$ cat src/rtl/inc_dec_pipe.sv
// inc_dec_pipe: two-stage pipelined +/-1 unit built on a block carry-mask
// structure. S1 registers the operand with per-block propagate flags. S2
// ripples the block carries, forms the in-block prefix mask, applies the
// saturation clamp and registers the result. Valid/ready handshake with
// full-rate throughput and stall hold.
// WIDTH must be a multiple of BLK_W (BLK_W in {2,4,8}, WIDTH >= 4).
module inc_dec_pipe #(
  parameter int WIDTH = 24,
  parameter int BLK_W = 4
) (
  input  logic             clk,
  input  logic             rst_n,
  input  logic             in_valid,
  output logic             in_ready,
  input  logic [WIDTH-1:0] in_a,
  input  logic             in_cin,
  input  logic [1:0]       in_op,
  output logic             out_valid,
  input  logic             out_ready,
  output logic [WIDTH-1:0] out_data,
  output logic             out_cout,
  output logic             out_sat
);

  localparam int NBLK = WIDTH / BLK_W;

  // Saturating modes clamp on carry/borrow out. The inc clamp (all ones) and
  // the dec clamp (zero) are both equal to the operand in that case, so the
  // clamped result is simply the unmodified operand.
  function automatic logic [WIDTH+1:0] f_sat(
    input logic [WIDTH-1:0] sum,
    input logic [WIDTH-1:0] a,
    input logic             cout,
    input logic             sat_en
  );
    if (sat_en && cout) return {a, 1'b0, 1'b1};
    return {sum, cout, 1'b0};
  endfunction

  // Handshake control
  logic w_s1_adv;
  logic w_s2_adv;
  logic w_accept;
  logic w_load_p2;
  logic r_vld_p1;
  logic r_vld_p2;

  assign w_s2_adv  = !r_vld_p2 || out_ready;
  assign w_s1_adv  = !r_vld_p1 || w_s2_adv;
  assign in_ready  = w_s1_adv;
  assign w_accept  = in_valid && w_s1_adv;
  assign w_load_p2 = r_vld_p1 && w_s2_adv;

  // ---- Stage 0 -> 1: block propagate flags and operand capture ----
  logic [NBLK-1:0]  w_bp_p0;
  logic [WIDTH-1:0] r_a_p1;
  logic             r_cin_p1;
  logic [1:0]       r_op_p1;
  logic [NBLK-1:0]  r_bp_p1;

  // Block propagates: all-ones detect for inc, all-zeros detect for dec.
  always_comb begin
    w_bp_p0 = '0;
    for (int b = 0; b < NBLK; b++) begin
      w_bp_p0[b] = in_op[0] ? ~|in_a[b*BLK_W +: BLK_W] : &in_a[b*BLK_W +: BLK_W];
    end
  end

  // Capture the accepted transaction into S1.
  always_ff @(posedge clk) begin
    if (w_accept) begin
      r_a_p1   <= in_a;
      r_cin_p1 <= in_cin;
      r_op_p1  <= in_op;
      r_bp_p1  <= w_bp_p0;
    end
  end

  // ---- Stage 1 -> 2: carry mask, result, saturation ----
  logic [WIDTH-1:0] w_t_p1;
  logic [WIDTH-1:0] w_mask_p1;
  logic [WIDTH-1:0] w_sum_p1;
  logic             w_cout_p1;
  logic [WIDTH+1:0] w_res_p1;

  // Block carries ripple across blocks; inside a block each bit toggles when
  // the block carry-in and all lower in-block bits propagate. Decrement uses
  // the inverted operand so one structure serves both directions.
  always_comb begin : mask_gen
    logic v_c;
    logic v_pre;
    w_t_p1    = r_op_p1[0] ? ~r_a_p1 : r_a_p1;
    w_mask_p1 = '0;
    v_c       = r_cin_p1;
    v_pre     = 1'b0;
    for (int b = 0; b < NBLK; b++) begin
      v_pre = 1'b1;
      for (int i = 0; i < BLK_W; i++) begin
        w_mask_p1[b*BLK_W+i] = v_c & v_pre;
        v_pre = v_pre & w_t_p1[b*BLK_W+i];
      end
      v_c = v_c & r_bp_p1[b];
    end
    w_cout_p1 = v_c;
  end

  assign w_sum_p1 = r_a_p1 ^ w_mask_p1;
  assign w_res_p1 = f_sat(w_sum_p1, r_a_p1, w_cout_p1, r_op_p1[1]);

  logic [WIDTH-1:0] r_data_p2;
  logic             r_cout_p2;
  logic             r_sat_p2;

  // Output register; holds while the consumer stalls.
  always_ff @(posedge clk or negedge rst_n) begin
    if (!rst_n) begin
      r_data_p2 <= '0;
      r_cout_p2 <= 1'b0;
      r_sat_p2  <= 1'b0;
    end else if (w_load_p2) begin
      {r_data_p2, r_cout_p2, r_sat_p2} <= w_res_p1;
    end
  end

  // Stage valids: each stage refills or empties whenever it advances.
  always_ff @(posedge clk or negedge rst_n) begin
    if (!rst_n) begin
      r_vld_p1 <= 1'b0;
      r_vld_p2 <= 1'b0;
    end else begin
      if (w_s1_adv) r_vld_p1 <= in_valid;
      if (w_s2_adv) r_vld_p2 <= r_vld_p1;
    end
  end

  assign out_valid = r_vld_p2;
  assign out_data  = r_data_p2;
  assign out_cout  = r_cout_p2;
  assign out_sat   = r_sat_p2;

endmodule

$ cat config.mk
export PLATFORM = sky130hd
export DESIGN_NAME = inc_dec_pipe
export DESIGN_NICKNAME = d
export VERILOG_FILES = /design/src/rtl/inc_dec_pipe.sv
export SDC_FILE = /design/constraint.sdc
export NUM_CORES = 1
export LEC_CHECK = 0
export CAP_MARGIN = 20
export CORE_ASPECT_RATIO = 0.6
export CORE_MARGIN = 2
export CORE_UTILIZATION = 35
export DETAILED_ROUTE_END_ITERATION = 8
export PLACE_DENSITY = 0.64
export SLEW_MARGIN = 30
export SYNTH_ARGS = -nofsm -noshare
export SYNTH_HDL_FRONTEND = slang
export SYNTH_SLANG_ARGS = --single-unit
$ cat constraint.sdc
create_clock -name clk -period 1.71 [get_ports clk]
set_clock_uncertainty 0.1 [all_clocks]
set_input_delay 0.4275 -clock clk [delete_from_list [all_inputs] [get_ports clk]]
set_output_delay 0.4275 -clock clk [all_outputs]
set_load 0.01 [all_outputs]
# Word-level counts from Yosys, hierarchy flattened
# Cells that the tools add are included.
# op_classes
mux	10
n_bitwise	38
reduce_logical	25
# op_table
cell	n
two-way mux 26 bit	2
AND 1 bit	36
AND reduction 4 bit	6
OR reduction 4 bit	6
XOR 24 bit	1
two-way mux 23 bit	1
inverter 23 bit	1
zero test 1 bit	8
two-way mux 1 bit	7
logical AND 1 bit	3
logical OR 1 bit	2
# word_totals
inputBits	31
word_cells	82
ff_bits	61
out_inout_bits	28

# Logic depth before layout (Yosys ltp)
# Gate-level depths: netlist of the first run.
# logic_depth
word_depth	9
depth_mapped	6
mapped_depth_nobuf	4

# Worst setup path before layout of the first run
# No wires, ideal clock.
# synth_timing
kind	in2reg
from	input out_ready
to	register r_a_p1[0] (enable)
slack_ps	-237
path_buffers	0
t_arrival_ps	1454
path_stages	2
required_time_ps	1217
setup_ps	393
cell_sequence	nand3b_1 > and2_1
# synth_via
elab_chain_cells	3
# synth_rtl
element	line	source
start: declaration	19	input logic out_ready,
logical OR 1 bit	48	assign w_s2_adv = !r_vld_p2 || out_ready;
logical OR 1 bit	49	assign w_s1_adv = !r_vld_p1 || w_s2_adv;
logical AND 1 bit	51	assign w_accept = in_valid && w_s1_adv;
via w_accept	43	logic w_accept;
end signal: assignment	72	r_a_p1 <= in_a;
end: declaration	56	logic [WIDTH-1:0] r_a_p1;
# The timed path passes the listed nets, and every way through them passes these cells.
# A chain may end at the register's enable or synchronous reset.

# Final worst setup path of the first run
# layout_timing
from	register r_a_p1[21]
to	register r_data_p2[23], in the netlist out_data[23]
# layout_via
elab_chain_cells	7
# layout_rtl
element	line	source
inverter 23 bit	92	w_t_p1 = r_op_p1[0] ? ~r_a_p1 : r_a_p1;
two-way mux 23 bit *	92	
AND 1 bit * (2 in series)	100	v_pre = v_pre & w_t_p1[b*BLK_W+i];
AND 1 bit *	99	w_mask_p1[b*BLK_W+i] = v_c & v_pre;
XOR 24 bit *	107	assign w_sum_p1 = r_a_p1 ^ w_mask_p1;
two-way mux 26 bit *	37	return {sum, cout, 1'b0};
end signal: assignment	121	{r_data_p2, r_cout_p2, r_sat_p2} <= w_res_p1;
end: declaration	110	logic [WIDTH-1:0] r_data_p2;
# Mark *: on every way between the ends. The rest lies on a longest branch, timed or not.

==> impl_metrics.csv, run 1 <==
group,metric,value,unit
die,die_area,8930,µm²
worst_setup_path,crit_slowest_cell,"or4b_4",
final_layout,postLayoutCellArea,4110,µm²
route,postRouteAntennaNets,0,
route,firstDrtPassIters,4,
synth,synth_edf_count,33,
run,cap_viol_max_count,0,
die,die_w,121,µm
sta,tns,-0.116,ns
sta,min_period,1.78,ns
synth,syn-cell-area,2860,µm²
cts,cts_tree,"built",
die,die_h,74.0,µm
place,place.gp.congestion,0.764,
die,initial_core_util,0.361,
route,num_vias,2149,
route,drc_errors,0,
power,vdd_drop_max,0.434,mV
cts,cts.path.max_buffers,2,
cts,cts_setup_buffers,0,
power,powerDensity,1000,nW/µm²
sta,setup_slack,-0.0711,ns
cts,numCtsBuffers,9,
power,power.leakage,1.61,nW
global_routing,grtUsageTotal,0.155,
worst_setup_path,cp-end-kind,"flop",
synth,synth_cells,251,
final_layout,diodes,0,
worst_setup_path,cp_max_fo,3,
die,core-area,7910,µm²
cts,htree_levels,3,
final_layout,area_delta_synth_final,43.6,%
route,drtIter0Drc,189,
place,port_buffers,58,
final_layout,nNetsFinal,365,
synth,ys_types,36,
final_layout,drive_gt1_frac,0.159,
cts,postCtsHoldBufs,0,
synth,ys_seq_area_frac,0.592,
die,rows,25,
worst_setup_path,cp.required,1.82,ns
cts,clock_latency,0.32,ns
global_routing,grt_pass1_vias,1950,
synth,synthesis.nets,282,
worst_hold_path,hold_depth,2,
sta,slew_violations,0,
worst_setup_path,path_cells,"or4b_4, a2111oi_4, xnor2_2, o21ai_1",
sta,period_share,1.04,
sta,setup_viol,2,
cts,cts.sink_count,61,
place,place_area,3790,µm²
synth,synth_seq_cells,61,
cts,cts_root_buf,"clkbuf_16",
sta,grt_setup_unrepaired,"yes",
global_routing,antenna_found_initial,0,
worst_hold_path,hp-class,"reg2reg",
worst_setup_path,cp_slowest_stage_delay,0.55,ns
run_status,violations,"setup timing",
global_routing,grt-ovfl-total,0,
sta,slew_headroom,0.775,
synth,synthFlopType,"edfxtp_1",
synth,ys_async_sr_fraction,0.459,
sta,fmax,561,MHz
die,io_pins,59,
sta,worstMarginPinSlew,0.333,ns
sta,hold_viol_final,0,
synth,yosys_warnings,0,
route,post_drt_wl_per_cell,14.1,µm
run_status,status,"finished with violations",
worst_setup_path,cp.arrival,1.89,ns
cts,clk_pin_slew_worst_paths,0.05,ns
route,wl,6.30,mm
synth,synth_area_per_cell,11.4,µm²
place,dp_hpwl,4.84,mm
route,via_per_inst,4.81,
global_routing,grt_max_degree,34,
global_routing,grt_pass1_wl,10.2,mm
worst_setup_path,crit_type,"reg2reg",
worst_setup_path,reg2reg_depth,4,
worst_setup_path,critPathLaunchType,"flop",
-- what timing repair did --
| item | CTS | global route |
|---|---|---|
| pin swaps | 2 | 1 |
| setup endpoints to repair | 30 | 11 |
| gates resized for setup | 35 | 12 |
-- flip-flops by register name, indices dropped and copies added (netlist names), 2 cells and up --
register / cells
r_bp_p1: 6
out_data: 24
r_a_p1: 24
r_op_p1: 2
-- final cells by class --
cell class | count | area (µm²)
repair buffers | 84 | 818
well taps | 108 | 135
flip-flops and latches | 61 | 1690
multi-input cells | 178 | 1190
clock inverters | 2 | 10.0
fillers | 706 | 3810
clock buffers | 14 | 264
-- stage by stage --
stage               power, mW  hold slack [ns]   util  std cells  worst slack (ns)
global placement         2.57            0.365  0.480        431            -0.398
finish                   4.11            0.371  0.519        447           -0.0711
detailed placement       2.59            0.373  0.480        431            -0.402
global route             4.31            0.400  0.519        447            -0.137
CTS                      4.15            0.379  0.513        447           -0.0749
floorplan                2.12           0.0319      -        251           -0.0104
-- logic make-up (layout without fill, tap and decap cells) --
| kind of cell | after synthesis | after routing | synth area share |
|---|---|---|---|
| XOR/XNOR | 31 | 31 | 0.0950 |
| buffers and inverters | 12 | 100 | 0.0179 |
| flip-flops | 61 | 61 | 0.592 |
| AO/OA/AOI/OAI | 53 | 53 | 0.123 |
| AND/OR/NAND/NOR | 94 | 94 | 0.172 |
-- layout by cell type (no fill, tap or decap), drive strengths merged, types with 6 or more instances in the layout --
master	instances
buf	27
clkbuf	14
clkdlybuf4s50	29
dfrtp	28
dlygate4sd2	28
edfxtp	33
nand2	37
nand2b	6
nand3	8
nor2	13
o2111ai	6
o21ai	26
o31ai	6
xor2	26
-- final timing paths --
check                             from           end  slack [ns]
max in group asynchronous        rst_n  out_data[22]        0.87
max                         r_a_p1[21]  out_data[23]       -0.07
min                        out_data[8]   out_data[8]        0.37
min reg2reg                out_data[8]   out_data[8]        0.37
max reg2reg                 r_a_p1[21]  out_data[23]       -0.07
min in group asynchronous        rst_n      r_vld_p1        0.38
-- cell usage after synthesis (4+ instances only) --
library cell  instances  area (µm²)
xor2_1               26         228
o21ai_0              25         125
dfrtp_1              28         701
edfxtp_1             33         991
nand2_1              37         139
o31ai_1               6        45.0
xnor2_1               5        43.8
nor2_1               13        48.8
o2111ai_1             6        52.6
nand2b_1              6        37.5
clkbuf_1              9        33.8
nor3_1                4        20.0
and3b_1               5        43.8
nand3_1               8        40.0
o211ai_1              4        30.0
-- report_power, final --
group	total, mW	leakage [nW]	switching (mW)	internal [mW]
combinational	0.663	0.812	0.322	0.342
sequential	1.83	0.659	0.104	1.72
clock	1.62	0.137	0.566	1.05
total	4.11	1.61	0.992	3.12
-- per-layer routing --
layer	up-vias	wire [µm]	GRT usage	share of wire
met5	-	0	0	0
met4	0	89	0.0581	0.014
met3	8	385	0.0498	0.061
met2	68	2280	0.187	0.36
met1	993	3550	0.248	0.56
li1	1080	-	-	-
-- critical path, delay by kind of cell (launching register included) --
kind,cells,cell delay (ns)
DFF,1,0.42
and+or+nand+nor,1,0.55
xor gates and xnor gates,1,0.17
AOI/OAI and AO/OA,2,0.42
Power figures use the tool's default switching activity.
==> inputs of run 2 (changes only) <==
CORE_MARGIN = unset   (was 2)
==> impl_metrics.csv, run 2 (same netlist as run 1, synthesis figures left out) <==
group,metric,value,unit
run_status,status,"finished with violations",
run_status,violations,"setup timing",
final_layout,area_delta_synth_final,46.6,%
cts,cts_root_buf,"clkbuf_16",
route,drc_errors,0,
final_layout,diodes,0,
worst_setup_path,timing.rr.start,"r_a_p1[22]",
worst_setup_path,r2r_setup_slack,-0.09,ns
global_routing,grtUsageTotal,0.167,
die,io_pins,59,
die,core-area,7880,µm²
cts,numCtsBuffers,9,
sta,worstMarginPinSlew,0.342,ns
worst_setup_path,cp-startpoint,"r_a_p1[22]",
final_layout,stdcell_count,454,
sta,setup_slack,-0.0944,ns
die,rows,25,
cts,cts_tree,"built",
cts,cts.path.max_buffers,2,
route,wl,6.52,mm
route,drtIter0Drc,156,
final_layout,postLayoutCellArea,4190,µm²
final_layout,fillers,695,
worst_setup_path,critPathLaunchType,"flop",
route,post_drt_wl_per_cell,14.4,µm
route,via_per_inst,4.78,
place,dp.cells,432,
place,place.gp.congestion,0.771,
sta,slew_violations,0,
power,powerDensity,1040,nW/µm²
worst_setup_path,cp_max_fo,2,
worst_setup_path,r2r-end,"out_data[23]",
sta,period_share,1.06,
sta,min_period,1.80,ns
sta,grt_setup_unrepaired,"yes",
sta,tns,-0.0975,ns
final_layout,drive_gt1_frac,0.176,
die,die_h,72.0,µm
route,num_vias,2170,
final_layout,layout_commonest_cell,"nand2_1",
die,die_w,119,µm
worst_hold_path,hold_end,"out_valid",
worst_setup_path,cp-end-kind,"flop",
die,initial_core_util,0.363,
cts,cts.sink_count,61,
cts,clk_pin_slew_worst_paths,0.05,ns
power,vdd_drop_max,0.442,mV
place,port_buffers,58,
cts,htree_levels,3,
place,place_area,3780,µm²
sta,fmax,554,MHz
worst_setup_path,reg2reg_depth,4,
worst_setup_path,crit_type,"reg2reg",
global_routing,grt_max_degree,34,
worst_hold_path,hold_depth,3,
worst_hold_path,hp-start,"out_ready",
sta,fin_hold_ws,0.307,ns
sta,hold_viol_final,0,
worst_hold_path,hp-class,"in2reg",
run,cap_viol_max_count,0,
global_routing,grt_pass1_wl,10.5,mm
final_layout,final_util,0.532,
place,dp_hpwl,4.85,mm
worst_setup_path,cp.required,1.82,ns
route,postRouteAntennaNets,0,
sta,slew_headroom,0.772,
power,total_power,4.36,mW
cts,postCtsHoldBufs,0,
power,power.leakage,1.64,nW
die,die_area,8550,µm²
final_layout,final_cell_mix,"nand2_1 (37), edfxtp_1 (33), clkdlybuf4s50_1 (29)",
worst_setup_path,cp.arrival,1.92,ns
global_routing,grt_pass1_vias,2005,
place,place_ws,-0.386,ns
global_routing,grt-ovfl-total,0,
route,firstDrtPassIters,4,
cts,clock_latency,0.33,ns
sta,setup_viol,2,
final_layout,nNetsFinal,372,
global_routing,antenna_found_initial,0,
==> run 2: cell type report <==
class | instances | area, µm² | share of cell area
clock inverter | 6 | 77.6 | 0.0185
tap | 108 | 135 | 0.0322
clock buffer | 10 | 229 | 0.0546
multi-input combinational | 178 | 1200 | 0.286
timing repair buffer | 91 | 857 | 0.205
sequential | 61 | 1690 | 0.404
==> run 2: power breakdown <==
group / internal (mW) / switching (mW)
Sequential: 1.72 / 0.107
Combinational: 0.351 / 0.330
Clock: 1.26 / 0.592
Total: 3.33 / 1.03
==> run 2: layer usage <==
layer / vias up / global-route usage / routed length, µm
met5: - / 0 / 0
met4: 0 / 0.0844 / 108
met3: 11 / 0.0558 / 398
met2: 65 / 0.209 / 2400
met1: 991 / 0.252 / 3620
li1: 1103 / - / -
==> run 2: critical path, cell delays in order (launching register included) <==
cell       delay (ns)
edfxtp_1         0.43
or4b_4           0.58
a2111oi_4        0.31
xnor2_1          0.18
o21ai_1          0.08
==> run 2: repair_timing <==
item,4_1_cts,5_1_grt
buffers inserted,2,4
endpoints found under the setup margin,32,21
pin swaps,0,12
resized for setup,37,16
==> run 2: how the worst max path moves through the flow <==
stage	to	cells after the start	slack [ns]
3_5_place_dp	in_ready	3	-0.39
3_3_place_gp	in_ready	3	-0.39
5_1_grt	out_data[23]	4	-0.17
2_1_floorplan	out_data[23]	4	-0.01
6_report	out_data[23]	4	-0.09
4_1_cts	out_data[23]	4	-0.07
